==> config.mk <==
export PLATFORM = sky130hd
export DESIGN_NAME = rx_edge_sampler
export DESIGN_NICKNAME = d
export VERILOG_FILES = /design/src/rtl/uart_rx_pkg.sv /design/src/rtl/rx_bit_sync.sv /design/src/rtl/rx_edge_sampler.sv
export SDC_FILE = /design/constraint.sdc
export NUM_CORES = 1
export LEC_CHECK = 0
export ABC_CLOCK_PERIOD_IN_PS = 2900
export CAP_MARGIN = 20
export CORE_MARGIN = 2
export CORE_UTILIZATION = 46
export CTS_CLUSTER_DIAMETER = 200
export DETAILED_ROUTE_END_ITERATION = 8
export HOLD_SLACK_MARGIN = 0.1
export PLACE_DENSITY = 0.71
export SLEW_MARGIN = 40
export SYNTH_ARGS = -nofsm -noshare
export SYNTH_HDL_FRONTEND = slang
export SYNTH_SLANG_ARGS = --single-unit
==> constraint.sdc <==
create_clock -name clk -period 2.9 [get_ports clk]
set_input_delay 0.58 -clock clk [delete_from_list [all_inputs] [get_ports clk]]
set_output_delay 0.58 -clock clk [all_outputs]
set_load 0.02 [all_outputs]
==> src/rtl/uart_rx_pkg.sv <==
// Shared constants for the UART receive path: legal oversampling ratios,
// line levels and frame lengths, plus the prescale legality check.
package uart_rx_pkg;

  localparam int unsigned PRESCALE_8  = 8;
  localparam int unsigned PRESCALE_16 = 16;
  localparam int unsigned PRESCALE_32 = 32;

  localparam logic IDLE_LEVEL = 1'b1;
  localparam logic START_BIT  = 1'b0;
  localparam logic STOP_BIT   = 1'b1;

  localparam int unsigned FRAME_BITS_NO_PAR = 10;
  localparam int unsigned FRAME_BITS_PAR    = 11;

  function automatic logic prescale_legal(input int unsigned p);
    return (p == PRESCALE_8) || (p == PRESCALE_16) || (p == PRESCALE_32);
  endfunction

endpackage

==> src/rtl/rx_bit_sync.sv <==
// Multi-flop synchroniser for an asynchronous single-bit line; resets to the
// idle line level so a reset never looks like a start bit.
module rx_bit_sync
  import uart_rx_pkg::*;
#(
  parameter int SYNC_STAGES = 2
) (
  input  logic clk,
  input  logic rst,
  input  logic async_i,
  output logic sync_o
);

  logic [SYNC_STAGES-1:0] chain_q;
  logic [SYNC_STAGES-1:0] chain_d;

  always_comb chain_d = {chain_q[SYNC_STAGES-2:0], async_i};

  always_ff @(posedge clk) begin
    if (rst) chain_q <= {SYNC_STAGES{IDLE_LEVEL}};
    else     chain_q <= chain_d;
  end

  assign sync_o = chain_q[SYNC_STAGES-1];

endmodule

==> src/rtl/rx_edge_sampler.sv <==
// UART receive oversampling front end: synchronises rx, counts edges per bit
// and bits per frame, and majority-votes three mid-bit samples into one bit.
module rx_edge_sampler
  import uart_rx_pkg::*;
#(
  parameter int PRESCALE_W  = 6,
  parameter int BIT_CNT_W   = 4,
  parameter int SYNC_STAGES = 2
) (
  input  logic                  clk,
  input  logic                  rst,
  input  logic                  rx_in,
  input  logic [PRESCALE_W-1:0] prescale,
  input  logic [BIT_CNT_W-1:0]  frame_bits,
  input  logic                  cnt_en,
  input  logic                  dat_samp_en,
  output logic                  rx_sync,
  output logic [PRESCALE_W-1:0] edge_cnt,
  output logic [BIT_CNT_W-1:0]  bit_cnt,
  output logic                  bit_done,
  output logic                  sampled_bit,
  output logic                  sample_valid
);

  logic [PRESCALE_W-1:0] prescale_q, prescale_d;
  logic [PRESCALE_W-1:0] edge_cnt_q, edge_cnt_d;
  logic [BIT_CNT_W-1:0]  bit_cnt_q, bit_cnt_d;
  logic [PRESCALE_W-1:0] mid;
  logic v0_q, v0_d, v1_q, v1_d;
  logic arm_q, arm_d;
  logic sampled_q, sampled_d;
  logic valid_q, valid_d;
  logic wrap, samp_en, at_v0, at_v1, at_vote;

  rx_bit_sync #(.SYNC_STAGES(SYNC_STAGES)) u_rx_sync (
    .clk     (clk),
    .rst     (rst),
    .async_i (rx_in),
    .sync_o  (rx_sync)
  );

  function automatic logic majority3(input logic a, input logic b, input logic c);
    return (a & b) | (a & c) | (b & c);
  endfunction

  always_comb begin
    mid     = prescale_q >> 1;
    wrap    = (edge_cnt_q == prescale_q - PRESCALE_W'(1));
    samp_en = cnt_en & dat_samp_en;
    at_v0   = (edge_cnt_q == mid - PRESCALE_W'(1));
    at_v1   = (edge_cnt_q == mid);
    at_vote = (edge_cnt_q == mid + PRESCALE_W'(1));

    prescale_d = prescale_q;
    edge_cnt_d = edge_cnt_q;
    bit_cnt_d  = bit_cnt_q;
    v0_d       = v0_q;
    v1_d       = v1_q;
    arm_d      = arm_q;
    sampled_d  = sampled_q;
    valid_d    = 1'b0;

    if (!cnt_en) begin
      prescale_d = prescale_legal(32'(prescale)) ? prescale : PRESCALE_W'(PRESCALE_8);
      edge_cnt_d = '0;
      bit_cnt_d  = '0;
      arm_d      = 1'b0;
    end else begin
      if (wrap) begin
        edge_cnt_d = '0;
        bit_cnt_d  = (bit_cnt_q == frame_bits - BIT_CNT_W'(1)) ? '0 : bit_cnt_q + BIT_CNT_W'(1);
      end else begin
        edge_cnt_d = edge_cnt_q + PRESCALE_W'(1);
      end
      // arm_q remembers that both earlier votes of this bit were captured
      if (at_v0) begin
        arm_d = samp_en;
        if (samp_en) v0_d = rx_sync;
      end
      if (at_v1) begin
        arm_d = arm_q & samp_en;
        if (samp_en) v1_d = rx_sync;
      end
      if (at_vote) begin
        arm_d = 1'b0;
        if (samp_en && arm_q) begin
          sampled_d = majority3(v0_q, v1_q, rx_sync);
          valid_d   = 1'b1;
        end
      end
    end
  end

  always_ff @(posedge clk) begin
    if (rst) begin
      prescale_q <= PRESCALE_W'(PRESCALE_8);
      edge_cnt_q <= '0;
      bit_cnt_q  <= '0;
      v0_q       <= 1'b0;
      v1_q       <= 1'b0;
      arm_q      <= 1'b0;
      sampled_q  <= IDLE_LEVEL;
      valid_q    <= 1'b0;
    end else begin
      prescale_q <= prescale_d;
      edge_cnt_q <= edge_cnt_d;
      bit_cnt_q  <= bit_cnt_d;
      v0_q       <= v0_d;
      v1_q       <= v1_d;
      arm_q      <= arm_d;
      sampled_q  <= sampled_d;
      valid_q    <= valid_d;
    end
  end

  assign edge_cnt     = edge_cnt_q;
  assign bit_cnt      = bit_cnt_q;
  assign bit_done     = cnt_en & wrap;
  assign sampled_bit  = sampled_q;
  assign sample_valid = valid_q;

endmodule

==> results by group <==
Run status
  – Status: complete, no violations

GRT
  – Initial antenna violation count: 0
  – Largest net degree at the start of global routing: 14
  – Global route total overflow: 0
  – First-pass GRT wire length: 5.88 mm
  – Tot GR Track Use: 18.5%
  – Vias in the first global route: 1,380

Worst setup path
  – Startpoint Class: flip-flop
  – Critical path fanouts, max: 6
  – RR Startpoint: prescale_q[1]
  – Capturing element type of the critical path: output port
  – Data arrival, critical path: 2.06 ns
  – Required @ worst endpoint: 2.32 ns
  – CP Class: flip-flop to output port
  – Critical Path Start: prescale_q[1]

Floorplanning
  – Num rows: 21
  – Core Area: 3340 sq um
  – # IOs: 29
  – Die Ht: 62.8 microns
  – Full die area: 3950 sq um
  – Initial Util: 47.7%
  – Die W: 62.8 microns

Layout
  – Fin area: 1940 sq um
  – Share of cells above drive strength 1: 14.8%
  – Area of the multi-input gates: 1020 sq um
  – N_diodes: 0
  – Register area: 462 sq um
  – Area grow syn2layout: 21.6%
  – Most common cell after layout, fill and taps aside: clkdlybuf4s50_1
  – Fillcell total: 337
  – Final nets: 233
  – Most frequent cells in the layout: clkdlybuf4s50_1 (27), dfxtp_1 (22), nor2_1 (19), xnor2_1 (15), xor2_1 (12)
  – Post-layout instance count excluding filler cells: 256

STA
  – Fin. Hold Viols: 0
  – Post-Route Skew: 0.0136 ns
  – Slew HR: 58.8%
  – Setup TNS: 0 ns
  – Fin crit period: 2.64 ns
  – Final worst slack: 0.263 ns
  – Maximum clock rate: 0.379 GHz
  – Final max-slew violation count: 0
  – Slew @ Worst Pin: 0.612 ns
  – Final setup vio count: 0
  – Period utilization: 90.9%
  – RSZ-0062 raised after global routing: no

Place
  – Dpl cells: 252
  – Placer Congestion: 0.821
  – Pre-CTS setup slack: 0.0678 ns
  – Dpl cell area: 1890 sq um
  – Dpl hpwl: 2.63 mm
  – Port Buffers: 28

Job
  – Max-cap violations: 0

Logic synthesis
  – Top_reg_cell synth: dfxtp_1
  – Flops & latches, synth: 23
  – Synthesized area: 1590 sq um
  – Cells after Synth: 180
  – Asr flop ratio synth: 0%
  – Netlist cell types: 50
  – EDFF count, synth: 0
  – Seq/Total Area, Yosys: 28.9%
  – Warnings from Yosys: 0
  – Syn Area/Cell: 8.84 sq um
  – Syn Nets: 202

Worst hold path
  – Hold_sp: u_rx_sync.chain_q[0]
  – Min-delay worst type: flip-flop to flip-flop

Clocking
  – Maximum clock path buffer count: 2
  – CTS tree: done
  – Post-CTS Repair Setup Buffers: 0
  – Clock Latency Late Sink: 0.32 ns
  – Clk sink count: 23
  – CTS clk-pin slew, worst paths: 0.13 ns
  – Num CTS Buffers: 3
  – Number of H-tree levels: 1
  – Clk root buf: clkbuf_4

Route
  – Post-route DRC: 0
  – Drt wl/cell: 13.2 microns
  – DRT iter0 DRCs: 62
  – Drt pass-1 iters: 4
  – Final ANT Viol Nets: 0
  – Vias: 1,380
  – Detailed Route WL: 3.37 mm
  – Drt via density: 5.39

Pwr
  – Power density over the cells: 280 nW/um^2
  – Leak Pwr: 0.000737 uW
  – VDD IR max: 0.164 mV
## power breakdown
part	leakage (uW)	internal [uW]	total (uW)	switching, uW
combinational	0.000533	38.1	68.6	30.5
sequential	0.000187	319	324	4.61
clock	0.0000177	51.7	151	98.9
total	0.000737	409	543	134
## logic make-up after synthesis
| family | synth area share [%] |
|---|---|
| AO/OA/AOI/OAI | 14.1 |
| XOR/XNOR | 14.9 |
| flip-flops | 28.9 |
| multiplexers | 1.97 |
| buffers and inverters | 8.49 |
| AND/OR/NAND/NOR | 25.6 |
| adder cells (fa/ha/maj) | 6.13 |
## metrics by stage
step / power [uW] / utilization (%) / hold WS [ns]
after global routing: 574 / 58.0 / 0.467
after detailed placement: 399 / 56.6 / 0.394
after global placement: 397 / 56.6 / 0.399
after floorplan: 367 / - / 0.389
final: 543 / 58.0 / 0.429
after CTS: 553 / 57.6 / 0.431
## Yosys cell counts (all sizes together), types with 3 or more instances
| cell type | count | area [sq um] |
|---|---|---|
| nor4 | 3 | 18.8 |
| nand3 | 9 | 45.0 |
| o41ai | 3 | 41.3 |
| nand2b | 4 | 25.0 |
| o21ai | 3 | 15.0 |
| clkbuf | 5 | 50.0 |
| xnor2 | 15 | 131 |
| ha | 7 | 87.6 |
| nor2 | 19 | 71.3 |
| and3 | 3 | 18.8 |
| a21oi | 6 | 30.0 |
| nor3 | 8 | 45.0 |
| buf | 6 | 58.8 |
| xor2 | 12 | 105 |
| nand2 | 8 | 30.0 |
| nor3b | 4 | 30.0 |
| dfxtp | 23 | 460 |
| nor2b | 4 | 25.0 |
| inv | 7 | 26.3 |
## path summary, 6_finish.rpt
| path | endpoint | slack, ns | cells after the start |
|---|---|---|---|
| max reg2reg | arm_q | 0.63 | 8 |
| min | u_rx_sync.chain_q[1] | 0.43 | 1 |
| max | bit_done | 0.26 | 8 |
| min reg2reg | u_rx_sync.chain_q[1] | 0.43 | 1 |
## cell type report
| cell class | count | area share [%] |
|---|---|---|
| inverters | 7 | 1.36 |
| well taps | 46 | 2.97 |
| repair buffers | 37 | 17.7 |
| flip-flops and latches | 23 | 23.9 |
| multi-input cells | 139 | 52.7 |
| clock buffers | 3 | 1.16 |
| clock inverters | 1 | 0.259 |
## flip-flops by register name, indices dropped and copies added (netlist names)
signal             flops
arm_q                  1
bit_cnt                4
edge_cnt               6
prescale_q             6
sample_valid           1
sampled_bit            1
u_rx_sync.chain_q      2
v0_q                   1
v1_q                   1
## per-layer routing
metal | global-route usage, % | wire length [microns] | vias to the layer above
met5 | 0 | 0 | -
met4 | 5.83 | 51 | 0
met3 | 4.50 | 149 | 8
met2 | 33.3 | 1710 | 31
met1 | 21.3 | 1460 | 652
li1 | - | - | 689
## critical path, stage by stage, from the launching register on
cell	delay, ns
dfxtp_2	0.40
inv_1	0.12
ha_1	0.24
nor3b_4	0.16
and3_1	0.21
o221ai_2	0.20
nor2_1	0.10
and2_1	0.16
clkbuf_2	0.15
## repair_timing
item,4_1_cts,5_1_grt
hold buffers,0,0
endpoints found under the setup margin,1,1
gates resized for setup,4,5
pin swaps,0,0
Note: power is estimated with default switching activity, not from simulation.
==> variant, RTL diff (same settings) <==
Reset style: asynchronous (`rst`), changed in 2 clocked blocks.
--- a/src/rtl/rx_bit_sync.sv
+++ b/src/rtl/rx_bit_sync.sv
@@ -18,3 +18,3 @@
 
-  always_ff @(posedge clk) begin
+  always_ff @(posedge clk or posedge rst) begin
     if (rst) chain_q <= {SYNC_STAGES{IDLE_LEVEL}};
--- a/src/rtl/rx_edge_sampler.sv
+++ b/src/rtl/rx_edge_sampler.sv
@@ -93,3 +93,3 @@
 
-  always_ff @(posedge clk) begin
+  always_ff @(posedge clk or posedge rst) begin
     if (rst) begin
Behaviour: differs if rst is asserted again (counterexample within 4 cycles, from zero or initial values and one cycle with rst high); with rst held inactive, the same outputs for 10 cycles.
==> variant against the unedited design <==
Worst setup slack got worse by 38 ps. Final area rose by 2.5%. Die area rose by 1.2%. Power rose by 18%. Critical endpoint unchanged. Sequential cell count did not move. Critical path depth fell by 1. Area after synthesis rose by 1.3%. Largest power group unchanged. Routed wire length rose by 2.7%. Critical path type unchanged.
==> variant: results (changes against the unedited design) <==
{
  "outcome": {"value": "complete, no violations", "change": "unchanged"},
  "grt_start_max_net_pins": {"value": 24, "change": "was 14"},
  "hold_path_end": {"value": "u_rx_sync.chain_q[1]$_DFF_PP1_", "change": "was u_rx_sync.chain_q[1]$_SDFF_PP1_"},
  "postCtsResizedCells": {"value": 1, "change": "was 4"},
  "dpl_cell_area": {"value": 1953, "unit": "um2", "change": "was 1888 um2"},
  "dr_wl_met2": {"value": 1581, "unit": "um", "change": "was 1714 um"},
  "worst_hold_startpoint": {"value": "u_rx_sync.chain_q[0]$_DFF_PP1_", "change": "was u_rx_sync.chain_q[0]$_SDFF_PP1_"},
  "global_route.usage.met1": {"value": 0.2847, "change": "was 0.2131"},
  "dp_cells": {"value": 237, "change": "was 252"},
  "gr-usage-met3": {"value": 0.02321, "change": "was 0.04505"},
  "launch_instance_of_the_worst_register_to_register_path": {"value": "prescale_q[2]$_DFFE_PP0N_", "change": "was prescale_q[1]$_SDFFE_PP0N_"},
  "vias_per_cell": {"value": 5.548, "change": "was 5.391"},
  "cp_slowest_stage_delay": {"value": 480, "unit": "ps", "change": "was 400 ps"},
  "wirelength_met1": {"value": 1694, "unit": "um", "change": "was 1456 um"},
  "final_worst_setup_slack": {"value": 225.2, "unit": "ps", "change": "was 263.1 ps"},
  "finalClockSkew": {"value": 4.114, "unit": "ps", "change": "was 13.65 ps"},
  "gr-usage-all-layers": {"value": 0.1941, "change": "was 0.1847"},
  "routed_wire_length_per_instance": {"value": 14.36, "unit": "um", "change": "was 13.16 um"},
  "hold-worst-slack": {"value": 367.4, "unit": "ps", "change": "was 429.0 ps"},
  "synth.distinct_cells": {"value": 51, "change": "was 50"},
  "gr-usage-met2": {"value": 0.3005, "change": "was 0.3333"},
  "sequential_area_share_after_synthesis": {"value": 0.3600, "change": "was 0.2893"},
  "wl_met3": {"value": 155, "unit": "um", "change": "was 149 um"},
  "gp_routability_congestion": {"value": 0.9507, "change": "was 0.8210"},
  "grt_first_pass_wirelength": {"value": 6147, "unit": "um", "change": "was 5878 um"},
  "place_worst_setup_slack": {"value": 105.9, "unit": "ps", "change": "was 67.81 ps"},
  "final_layout_size_suffix_gt1_frac": {"value": 0.1385, "change": "was 0.1476"},
  "vdd_ir_drop_max": {"value": 0.2703, "unit": "mV", "change": "was 0.1639 mV"},
  "place.detailed.hpwl": {"value": 2720, "unit": "um", "change": "was 2628 um"},
  "synth.top_cells.by_area": {"value": "dfrtp_1 (29%), xnor2_1 (8.1%), dfstp_2 (6.5%)", "change": "was dfxtp_1 (29%), xnor2_1 (8.3%), xor2_1 (6.6%)"},
  "drtIter0Drc": {"value": 58, "change": "was 62"},
  "design.final.nets": {"value": 218, "change": "was 233"},
  "finalWirelength": {"value": 3461, "unit": "um", "change": "was 3370 um"}
}
variant: changes by cell type after synthesis, moves of 4 or more:
cell,unedited run,this run
dfstp_2,0,4
dfrtp_1,0,19
dfxtp_1,23,0
nor2_1,19,6
variant: logic make-up after synthesis:
family | Yosys count | share of synthesized area
simple gates | 59 | 0.2234
xor+xnor | 28 | 0.1606
compound gates | 27 | 0.1249
flops | 23 | 0.3600
buf+inv | 16 | 0.04965
fa+ha+maj | 8 | 0.06051
mux | 3 | 0.02094
variant: layout make-up:
type                            count  area, um2  share of cell area
Clock buffer                        3      22.52             0.01136
Tap cell                           46      57.56             0.02902
Timing Repair Buffer               35      327.8              0.1653
Clock inverter                      1      5.005            0.002524
Inverter                            8      30.03             0.01514
Sequential cell                    23      581.8              0.2934
Multi-Input combinational cell    125      958.4              0.4833
variant: power by group:
group | internal [mW] | switching, mW
logic | 0.0714 | 0.0627
registers | 0.338 | 0.0160
clock network | 0.0515 | 0.0983
total | 0.461 | 0.177
